--- config.mk ---
export PLATFORM = sky130hd
export DESIGN_NAME = pwm_generator
export DESIGN_NICKNAME = d
export VERILOG_FILES = /design/src/rtl/pwm_generator.sv
export SDC_FILE = /design/constraint.sdc
export NUM_CORES = 1
export LEC_CHECK = 0
export CAP_MARGIN = 40
export CORE_MARGIN = 4
export CORE_UTILIZATION = 55
export DETAILED_ROUTE_END_ITERATION = 10
export GPL_ROUTABILITY_DRIVEN = 0
export PLACE_DENSITY_LB_ADDON = 0.3
export SYNTH_ARGS = -nofsm -noshare
export SYNTH_HDL_FRONTEND = slang
export SYNTH_SLANG_ARGS = --single-unit
export TNS_END_PERCENT = 5
--- constraint.sdc ---
create_clock -name clk -period 5.05 [get_ports clk]
set_clock_uncertainty 0.15 [all_clocks]
set_input_delay 1.01 -clock clk [delete_from_list [all_inputs] [get_ports clk]]
set_output_delay 1.01 -clock clk [all_outputs]
set_load 0.03 [all_outputs]
--- src/rtl/pwm_generator.sv ---
`default_nettype none
// ============================================================================
//  Module   : pwm_generator
//  Purpose  : Period/duty PWM with clamped signed duty input, per-period
//             sample strobe and a graceful stop that finishes the current period.
//  Revision : 1.0 - initial release
// ============================================================================
module pwm_generator #(
    parameter int CNT_W = 16
) (
    input  logic             clk,
    input  logic             arst,
    input  logic             en,
    input  logic [CNT_W-1:0] period,
    input  logic [31:0]      control,
    input  logic             invert,
    output logic             pwm,
    output logic             sample,
    output logic             sat_hi,
    output logic             sat_lo,
    output logic             busy
);

    // Width wide enough to compare a sign-extended control with period+1.
    localparam int c_cmp_w = (CNT_W + 2 > 33) ? CNT_W + 2 : 33;

    typedef enum logic [1:0] {
        ST_IDLE     = 2'd0,
        ST_RUN      = 2'd1,
        ST_STOPPING = 2'd2
    } state_t;

    state_t           r_state;
    state_t           w_state_nxt;
    logic [CNT_W-1:0] r_count;
    logic [CNT_W-1:0] w_count_nxt;
    logic [CNT_W-1:0] r_period_act;
    logic [CNT_W-1:0] w_period_nxt;
    logic [CNT_W:0]   r_duty_act;
    logic [CNT_W:0]   w_duty_nxt;

    logic             w_load;
    logic             w_at_end;
    logic             w_pwm_nxt;

    logic [CNT_W:0]       w_lim;
    logic [c_cmp_w-1:0]   w_ctrl_ext;
    logic [c_cmp_w-1:0]   w_lim_ext;
    logic                 w_ctrl_neg;
    logic                 w_ctrl_over;
    logic [CNT_W:0]       w_duty_sat;

    // Saturation of the incoming request against the period being loaded.
    assign w_lim       = {1'b0, period} + {{CNT_W{1'b0}}, 1'b1};
    assign w_ctrl_ext  = {{(c_cmp_w-32){control[31]}}, control};
    assign w_lim_ext   = {{(c_cmp_w-CNT_W-1){1'b0}}, w_lim};
    assign w_ctrl_neg  = control[31];
    assign w_ctrl_over = !w_ctrl_neg && (w_ctrl_ext > w_lim_ext);

    always_comb begin
        w_duty_sat = w_ctrl_ext[CNT_W:0];
        if (w_ctrl_neg) begin
            w_duty_sat = '0;
        end else if (w_ctrl_over) begin
            w_duty_sat = w_lim;
        end
    end

    assign w_at_end = (r_count == r_period_act);

    always_comb begin
        w_state_nxt  = r_state;
        w_count_nxt  = r_count;
        w_period_nxt = r_period_act;
        w_duty_nxt   = r_duty_act;
        w_load       = 1'b0;

        case (r_state)
            ST_IDLE: begin
                w_count_nxt = '0;
                if (en) begin
                    w_state_nxt = ST_RUN;
                    w_load      = 1'b1;
                end
            end
            ST_RUN: begin
                if (w_at_end) begin
                    w_load = 1'b1;
                end else begin
                    w_count_nxt = r_count + 1'b1;
                end
                if (!en) begin
                    w_state_nxt = ST_STOPPING;
                end
            end
            ST_STOPPING: begin
                if (w_at_end) begin
                    if (en) begin
                        w_state_nxt = ST_RUN;
                        w_load      = 1'b1;
                    end else begin
                        w_state_nxt = ST_IDLE;
                        w_count_nxt = '0;
                    end
                end else begin
                    w_count_nxt = r_count + 1'b1;
                    if (en) begin
                        w_state_nxt = ST_RUN;
                    end
                end
            end
            default: begin
                w_state_nxt = ST_IDLE;
                w_count_nxt = '0;
            end
        endcase

        if (w_load) begin
            w_count_nxt  = '0;
            w_period_nxt = period;
            w_duty_nxt   = w_duty_sat;
        end
    end

    // pwm is decided from the next count/duty so it lines up with the count.
    always_comb begin
        w_pwm_nxt = invert;
        if (w_state_nxt != ST_IDLE) begin
            w_pwm_nxt = ({1'b0, w_count_nxt} < w_duty_nxt) ^ invert;
        end
    end

    always_ff @(posedge clk or negedge arst) begin
        if (!arst) begin
            r_state      <= ST_IDLE;
            r_count      <= '0;
            r_period_act <= '0;
            r_duty_act   <= '0;
            pwm          <= 1'b0;
            sample       <= 1'b0;
            sat_hi       <= 1'b0;
            sat_lo       <= 1'b0;
        end else begin
            r_state      <= w_state_nxt;
            r_count      <= w_count_nxt;
            r_period_act <= w_period_nxt;
            r_duty_act   <= w_duty_nxt;
            pwm          <= w_pwm_nxt;
            sample       <= w_load;
            if (w_load) begin
                sat_hi <= w_ctrl_over;
                sat_lo <= w_ctrl_neg;
            end
        end
    end

    assign busy = (r_state != ST_IDLE);

endmodule
`default_nettype wire
==> impl_metrics.yaml, run 1 <==
status:
  outcome: "complete, but fails checks"
  violations: "setup timing"
routing:
  wl_mm: 12.4
  antenna_left: 0
  first_pass_iters: 5
  drc: 0
  wl_per_cell_um: 18.5
  vias_per_cell: 5.72
  vias: 3840
  drt_iter0_drc: 227
floorplanning:
  die_h_um: 92.0
  die_x_um: 92.0
  core_region_area_mm2: 0.00683
  die-area_mm2: 0.00847
  rows: 30
  start_util_pct: 56.8
  io_pins: 57
global_route:
  grt_max_degree: 56
  overflow: 0
  grt_pass1_wl_mm: 17.2
  top_usage_layer: "met2"
  use_met2_pct: 45.8
  met1_usage_pct: 31.6
  grt_pass1_vias: 3742
  use_met3_pct: 3.12
  grt_use_total_pct: 25.8
  antenna_found_initial: 0
timing:
  max-slew-margin-rel_pct: 54.3
  layout_setup_ws_ns: -0.460
  worst_hold_slack_ns: 0.329
  setup_tns_ns: -0.460
  fin_crit_sh_pct: 109
  setup_viol: 1
  period_needed_ns: 5.51
  rsz0062_at_grt: "yes"
  worstMarginPinSlew_ns: 0.685
  drv_slew: 0
  timing.fmax_mhz: 181
  hold_viol_final: 0
layout:
  drive_above_1_share_pct: 26.8
  final_cell_count_no_fill: 671
  nets: 664
  stdcell_area_mm2: 0.00556
  area_delta_synth_final_pct: 43.2
  antenna_cells: 0
  fill_cells: 377
placement:
  placed_cell_area_mm2: 0.00501
  dp_hpwl_mm: 8.43
  dp_cells: 641
  port-buffer-count: 56
synthesis:
  netlist_area_mm2: 0.00388
  yosys.area_share.simple_pct: 21.1
  ys_warn_count: 0
  synthXorXnorAreaFrac_pct: 9.70
  synth_fa_ha_area_share_pct: 12.2
  synth-async-reset-ratio_pct: 100
  synth-main-ff-cell: "dfrtp_1"
  synth.mux.area_fraction_pct: 3.61
  syn_inst: 445
  synth_edf_count: 0
  syn_nets: 535
  syn_avg_cell_area_um2: 8.73
  synth_compound_area_share_pct: 13.4
  ys_seq_area_share_pct: 35.4
  synth_top_family_by_area: "simple AND/OR/NAND/NOR gates"
  synth_cell_types: 43
  ys_seq_elements: 55
hold_path:
  hold_path_depth: 2
  hp-class: "reg2reg"
  worstHoldEndpoint: "r_duty_act[10]"
  min-delay-start: "r_duty_act[10]"
critical_path:
  crit_required_ns: 5.11
  crit_path_max_fanout: 5
  rr_endpoint: "pwm"
  worst_r2r_startpoint: "r_count[12]"
  r2r_slack_ns: 0.85
  crit_arrival_ns: 5.57
  end_kind: "flip-flop"
  worstSetupPathType: "in2reg"
  start_kind: "input port"
  reg2reg_depth: 17
clock_tree:
  cts_buffer_depth: 2
  cts_tree: "yes"
  clk_pin_slew_worst_paths_ns: 0.10
  worstSkewPairLatency_ns: 0.32
  clkSinkCount: 55
  cts_inserted_buffers: 5
  cts-root-buf: "clkbuf_8"
  htreeDepth: 2
  cts_hold_buffers: 0
power:
  static-leakage-power_nw: 2.70
  power_mw: 1.93
  ir_drop_mv: 0.271
  power.density_mw_per_mm2: 347
job:
  maxCapViolations: 0
==> flip-flops by register name (all words and copies together) (netlist names) <==
| signal | flops |
|---|---|
| r_period_act | 16 |
| r_state | 2 |
| pwm | 1 |
| sat_hi | 1 |
| sample | 1 |
| sat_lo | 1 |
| r_duty_act | 17 |
| r_count | 16 |
==> worst max path at each step <==
stage	endpoint	from	cells after the start
global placement	pwm	period[3]	27
global route	pwm	period[0]	28
finish	pwm	period[10]	26
detailed placement	pwm	period[2]	27
floorplan	pwm	period[2]	25
CTS	pwm	period[10]	23
==> cells in the final DEF, fill, tap and decap left out, types with 3 or more instances in the layout <==
cell type        synthesis  routed
and3_1                   8       5
a21oi_1                 18      14
or2_4                    0       3
clkbuf_8                 0       6
nand4_1                  8       8
o21a_1                  15      15
nor4_1                   9       8
xnor2_1                 16      12
dfrtp_1                 55      55
a21o_1                   7       7
ha_1                    38      26
nand2_1                 90      87
xnor2_2                  0       3
nor3_1                   4       4
dlymetal6s2s_1           0       5
buf_4                    0      70
buf_6                    0       6
clkbuf_2                 0       4
ha_4                     0      11
nand2_2                  1       4
o21ai_0                 13      12
xor2_1                  27      26
nand3_1                 15      13
and3_4                   0       3
inv_2                    7       8
mux2i_1                 14      13
inv_1                   28      27
nor2_1                  27      23
o31a_1                   3       3
a21oi_2                  0       4
and4_1                   4       4
buf_8                    0       3
clkdlybuf4s50_1          0      42
==> routing by layer <==
| metal | up-vias | part of all wire, % |
|---|---|---|
| met3 | 55 | 4.3 |
| met1 | 1867 | 39 |
| met2 | 136 | 52 |
| li1 | 1782 | - |
| met4 | 0 | 4.4 |
| met5 | - | 0 |
==> critical path: stages <==
cell and delay (ns):
dlymetal6s2s_1 0.13, and4_1 0.25, and3_4 0.22, and2_4 0.15
and3_4 0.20, xnor2_4 0.13, ha_4 0.23, buf_6 0.11
a21oi_2 0.16, nand2_2 0.10, a2111oi_4 0.38, o211ai_2 0.16
o31ai_4 0.09, buf_6 0.17, buf_6 0.10, mux2i_1 0.20
o21a_1 0.25, ha_4 0.24, a21o_1 0.17, a21o_1 0.18
a21o_1 0.19, a21oi_2 0.15, o21ai_2 0.09, a211oi_2 0.23
and4_1 0.23, nor4_2 0.05
==> cell type report <==
cell class / instances / area [um^2] / area share, %
tap: 96 / 120 / 2.16
clock inverter: 1 / 8.76 / 0.158
multi-input combinational: 344 / 2670 / 48.0
inverter: 35 / 131 / 2.36
clock buffer: 7 / 86.3 / 1.55
sequential: 55 / 1380 / 24.8
timing repair buffer: 133 / 1170 / 21.1
==> power by group <==
part | internal (mW) | switching [mW] | total, mW
clock network | 0.113 | 0.144 | 0.257
registers | 0.582 | 0.0947 | 0.677
logic | 0.444 | 0.553 | 0.996
total | 1.14 | 0.792 | 1.93
==> synth_stat cells, drive strengths merged (2+ instances only) <==
cell | number | area (um^2)
dfrtp | 55 | 1380
or3 | 2 | 12.5
a21o | 7 | 52.6
ha | 38 | 475
buf | 5 | 22.5
nand2 | 91 | 344
and3 | 8 | 50.1
or2 | 5 | 31.3
nand3 | 15 | 75.1
nand4 | 8 | 50.1
mux2i | 14 | 140
clkbuf | 6 | 22.5
nor3 | 4 | 20.0
xnor2 | 16 | 140
inv | 35 | 131
nor4 | 10 | 68.8
and2 | 2 | 12.5
a21oi | 18 | 90.1
and4 | 5 | 46.3
xor2 | 27 | 236
o31ai | 4 | 57.6
o31a | 3 | 26.3
o21a | 15 | 113
o21ai | 14 | 70.1
a211oi | 2 | 15.0
nor2 | 27 | 101
==> cell families after synthesis <==
kind of cell / count (synthesis)
mux: 14
xor+xnor: 43
simple gates: 178
flops: 55
buf+inv: 46
compound gates: 71
fa+ha+maj: 38
==> what timing repair did <==
item | in CTS | in global routing
resized for setup | 14 | 70
setup endpoints to repair | 1 | 1
pin swaps | 12 | 38
buffers inserted | 7 | 16
==> per-stage QoR <==
stage | setup WS (ns) | utilization (%)
floorplan | -0.154 | -
global placement | -0.998 | 73.3
detailed placement | -1.19 | 73.3
CTS | -0.571 | 76.2
global route | -0.614 | 81.4
finish | -0.460 | 81.4
Note: power is estimated with default switching activity, not from simulation.
==> run 2, diff against run 1 <==
CORE_UTILIZATION = 49   (was 55)
DONT_BUFFER_PORTS = 1   (was unset)
==> impl_metrics.yaml, run 2 (synthesis results as in run 1) <==
floorplanning:
  die_x_um: 97.0
  start_util_pct: 50.3
  die-area_mm2: 0.00941
  io_pins: 57
  rows: 32
  core_region_area_mm2: 0.00773
  die_h_um: 97.0
power:
  clkPwrFrac_pct: 14.5
  comb_power_share_pct: 44.7
  ir_drop_mv: 0.199
  static-leakage-power_nw: 2.22
  internal_power_mw: 1.03
  power.density_mw_per_mm2: 375
  power_mw: 1.71
  switching_share_pct: 40.1
  seqPwrFrac_pct: 40.8
  power.switching_uw: 687
layout:
  fill_cells: 662
  mostFrequentLayoutCells: "nand2_1 (88), dfrtp_1 (55), ha_1 (36)"
  drive_above_1_share_pct: 19.6
  area_delta_synth_final_pct: 17.5
  multiInputGateArea_mm2: 0.00250
  register_area_mm2: 0.00138
  stdcell_area_mm2: 0.00456
  largest_register_ffs: 17
  antenna_cells: 0
  nets: 570
  layout_commonest_cell: "nand2_1"
  reg_top3: "r_duty_act x17, r_count x16, r_period_act x16"
  final_util_pct: 59.1
  regMostFlops: "r_duty_act"
timing:
  drv_slew: 0
  max-slew-margin-rel_pct: 61.1
  worstMarginPinSlew_ns: 0.578
  rsz0062_at_grt: "yes"
  hold_viol_final: 0
  timing.fmax_mhz: 197
  setup_tns_ns: -0.0222
  fin_crit_sh_pct: 100
  setup_viol: 1
  period_needed_ns: 5.07
  layout_setup_ws_ns: -0.0222
critical_path:
  rr_endpoint: "pwm"
  worstSetupPathType: "in2reg"
  crit_slowest_cell: "ha_1"
  worst_path_most_repeated_cell: "buf_4"
  end_kind: "flip-flop"
  crit_required_ns: 5.12
  worstSetupStartpoint: "period[5]"
  worst_r2r_startpoint: "r_count[12]"
  crit_path_max_fanout: 5
  critPathMaxStageDelay_ns: 0.33
  crit_arrival_ns: 5.15
  cp-endpoint: "pwm"
  reg2reg_depth: 19
  start_kind: "input port"
  r2r_slack_ns: 0.89
clock_tree:
  cts-root-buf: "clkbuf_8"
  clkSinkCount: 55
  cts_tree: "yes"
  cts_buffer_depth: 2
  clk_pin_slew_worst_paths_ns: 0.09
  cts_inserted_buffers: 5
  htreeDepth: 2
  worstSkewPairLatency_ns: 0.31
hold_path:
  hp-class: "in2async"
global_route:
  grt_pass1_wl_mm: 15.8
  grt_pass1_vias: 3290
  overflow: 0
  antenna_found_initial: 0
  grt_use_total_pct: 20.7
  grt_max_degree: 56
routing:
  vias: 3225
  first_pass_iters: 4
  wl_mm: 9.57
  wl_per_cell_um: 16.4
  vias_per_cell: 5.54
  drc: 0
  antenna_left: 0
  drt_iter0_drc: 118
placement:
  port-buffer-count: 0
  dp_hpwl_mm: 7.52
  pre_cts_slack_ns: -0.629
  placed_cell_area_mm2: 0.00426
status:
  outcome: "complete, but fails checks"
  violations: "setup timing"
job:
  maxCapViolations: 0
run 2: changes by cell type in the layout (fill, tap and decap cells not counted), sizes merged:
cell and delta:
buf -43, clkdlybuf4s50 -42, clkbuf -5, dlymetal6s2s -5
run 2: critical path: cells and delay by family:
kind                       cells  cell delay (ns)
xor gates and xnor gates       1             0.07
muxes                          2             0.27
AOI/OAI and AO/OA              9             1.30
buffers and inverters          6             0.71
adders and majority gates      2             0.50
and+or+nand+nor               10             1.29
run 2: cell type report:
| cell class | count | area share, % |
|---|---|---|
| Clock buffer | 6 | 1.81 |
| Clock inverter | 1 | 0.110 |
| Inverter | 35 | 2.88 |
| Multi-Input combinational cell | 344 | 54.9 |
| Sequential cell | 55 | 30.2 |
| Tap cell | 102 | 2.80 |
| Timing Repair Buffer | 39 | 7.38 |
run 2: worst min-delay path by stage:
stage,end,slack (ns)
floorplan,r_duty_act[15],0.29
global placement,r_duty_act[0],0.31
detailed placement,r_duty_act[15],0.33
CTS,r_count[5],0.22
global route,r_period_act[12],0.21
finish,r_count[12],0.23
run 2: through the flow:
stage | instances | hold slack (ns)
3_5_place_dp | 566 | 0.332
2_1_floorplan | 445 | 0.294
3_3_place_gp | 566 | 0.309
6_report | 582 | 0.231
4_1_cts | 582 | 0.224
5_1_grt | 582 | 0.209
run 2: metal layers:
metal,vias to the layer above,track usage (%),routed length (um)
met5,-,0,0
li1,1584,-,-
met3,13,3.60,345
met1,1567,26.8,4220
met2,61,35.9,4860
met4,0,4.97,136
run 2: power by group through the flow:
stage               Clock [mW]  Combinational (mW)  Sequential [mW]
global placement             0               0.703            0.704
CTS                      0.254               0.767            0.700
detailed placement           0               0.734            0.708
floorplan                    0               0.539            0.680
global route             0.273               0.868            0.716
finish                   0.248               0.765            0.700
run 2: repair_timing:
action / CTS / global route
setup buffers: 8 / 0
gates resized for setup: 18 / 8
gates cloned: 1 / 0
hold buffers: 0 / 0
endpoints found under the setup margin: 1 / 1
pin swaps: 16 / 15
==> run 3, diff against run 2 <==
clock period = 4.91 ns   (was 5.05 ns; I/O delays follow)
==> impl_metrics.yaml, run 3 (synthesis results as in run 1) <==
critical_path:
  crit_path_max_fanout: 5
  crit_slowest_cell: "nor4_2"
  crit_family: "compound AO/OA/AOI/OAI gates"
  crit_required_ns: 4.94
  worst_path_most_repeated_cell: "a21o_1"
  start_kind: "input port"
  end_kind: "flip-flop"
  worstSetupPathType: "in2reg"
  crit_arrival_ns: 5.19
  critPathMaxStageDelay_ns: 0.35
  cp_num_buf_inv: 3
power:
  switching_share_pct: 40.3
  seqPwrFrac_pct: 40.8
  internal_power_mw: 1.05
  static-leakage-power_nw: 2.26
  comb_power_share_pct: 45.6
  clkPwrFrac_pct: 13.7
  ir_drop_mv: 0.240
  power_mw: 1.76
  power.switching_uw: 711
  power.density_mw_per_mm2: 381
layout:
  fill_cells: 647
  regMostFlops: "r_duty_act"
  nets: 572
  layout_commonest_cell: "nand2_1"
  drive_above_1_share_pct: 20.9
  final_cell_count_no_fill: 585
  mostFrequentLayoutCells: "nand2_1 (88), dfrtp_1 (55), buf_4 (38)"
  area_delta_synth_final_pct: 19.2
  reg_top3: "r_duty_act x17, r_count x16, r_period_act x16"
  largest_register_ffs: 17
  antenna_cells: 0
floorplanning:
  die_h_um: 97.0
  die-area_mm2: 0.00941
  rows: 32
  core_region_area_mm2: 0.00773
  die_x_um: 97.0
  io_pins: 57
  start_util_pct: 50.3
placement:
  dp_cells: 567
  pre_cts_slack_ns: -0.719
  dp_hpwl_mm: 7.55
  port-buffer-count: 0
timing:
  layout_setup_ws_ns: -0.248
  drv_slew: 0
  fin_crit_sh_pct: 105
  worst_hold_slack_ns: 0.213
  period_needed_ns: 5.16
  worstMarginPinSlew_ns: 0.593
  timing.fmax_mhz: 194
  max-slew-margin-rel_pct: 60.1
  setup_tns_ns: -0.248
  hold_viol_final: 0
  setup_viol: 1
  rsz0062_at_grt: "yes"
routing:
  drt_iter0_drc: 110
  first_pass_iters: 4
  vias: 3184
  antenna_left: 0
  wl_per_cell_um: 16.4
  drc: 0
  wl_mm: 9.60
  vias_per_cell: 5.44
job:
  maxCapViolations: 0
clock_tree:
  worstSkewPairLatency_ns: 0.30
  cts_tree: "yes"
  clk_pin_slew_worst_paths_ns: 0.09
  htreeDepth: 2
  clkSinkCount: 55
  cts_buffer_depth: 2
  cts_inserted_buffers: 5
  cts-root-buf: "clkbuf_8"
status:
  outcome: "complete, but fails checks"
  violations: "setup timing"
global_route:
  antenna_found_initial: 0
  grt_pass1_vias: 3216
  overflow: 0
  grt_pass1_wl_mm: 15.7
  grt_use_total_pct: 20.2
  grt_max_degree: 56
hold_path:
  hp-class: "in2async"
## run 3: metrics by stage
step	util, %	instance area (um^2)
final	59.9	4630
after global routing	59.9	4630
after detailed placement	55.2	4270
after floorplan	-	3970
after global placement	55.2	4270
after CTS	57.7	4460
## run 3: routing by layer
layer	GRT usage (%)	routed length (um)	share of wire (%)	vias up
met5	0	0	0	-
met4	3.78	103	1.1	0
met3	3.24	243	2.5	10
met2	35.5	4830	50	42
met1	26.5	4420	46	1533
li1	-	-	-	1599
## run 3: path summary, 6_finish.rpt
kind	to	cells after the start	slack, ns	startpoint
worst max-delay path	pwm	25	-0.25	period[2]
worst min-delay path	r_period_act[12]	0	0.21	arst
worst max register to register	pwm	19	0.74	r_count[12]
worst min register to register	r_duty_act[15]	2	0.34	r_duty_act[15]
max in group asynchronous	r_count[2]	0	4.29	arst
min in group clk	r_duty_act[15]	2	0.34	r_duty_act[15]
## run 3: what timing repair did
item,CTS,global route
buffers inserted,5,4
hold buffers,0,0
pin swaps,15,25
resized for setup,12,18
endpoints found under the hold margin,0,0
setup endpoints to repair,1,1
cloned,0,1
## run 3: power groups by stage
stage / sequential (mW) / clock (mW) / combinational (mW)
floorplan: 0.700 / 0 / 0.554
global placement: 0.724 / 0 / 0.719
detailed placement: 0.729 / 0 / 0.743
CTS: 0.720 / 0.251 / 0.771
global route: 0.736 / 0.268 / 0.905
finish: 0.718 / 0.241 / 0.803
## run 3: worst register-to-register path, delay by kind of cell, from the launching register on
family | cells | cell delay (ns)
buffers and inverters | 3 | 0.42
AOI/OAI and AO/OA | 7 | 0.98
adders and majority gates | 1 | 0.29
DFF | 1 | 0.44
xor gates and xnor gates | 1 | 0.16
muxes | 1 | 0.15
and+or+nand+nor | 6 | 1.45
## run 3: cell type report
cell class              instances  area [um^2]  area share (%)
clock buffers                   7         76.3            1.65
clock inverters                 1         5.00           0.108
inverters                      35          131            2.84
multi-input cells             344         2570            55.5
flip-flops and latches         55         1380            29.7
well taps                     102          128            2.76
repair buffers                 41          342            7.38
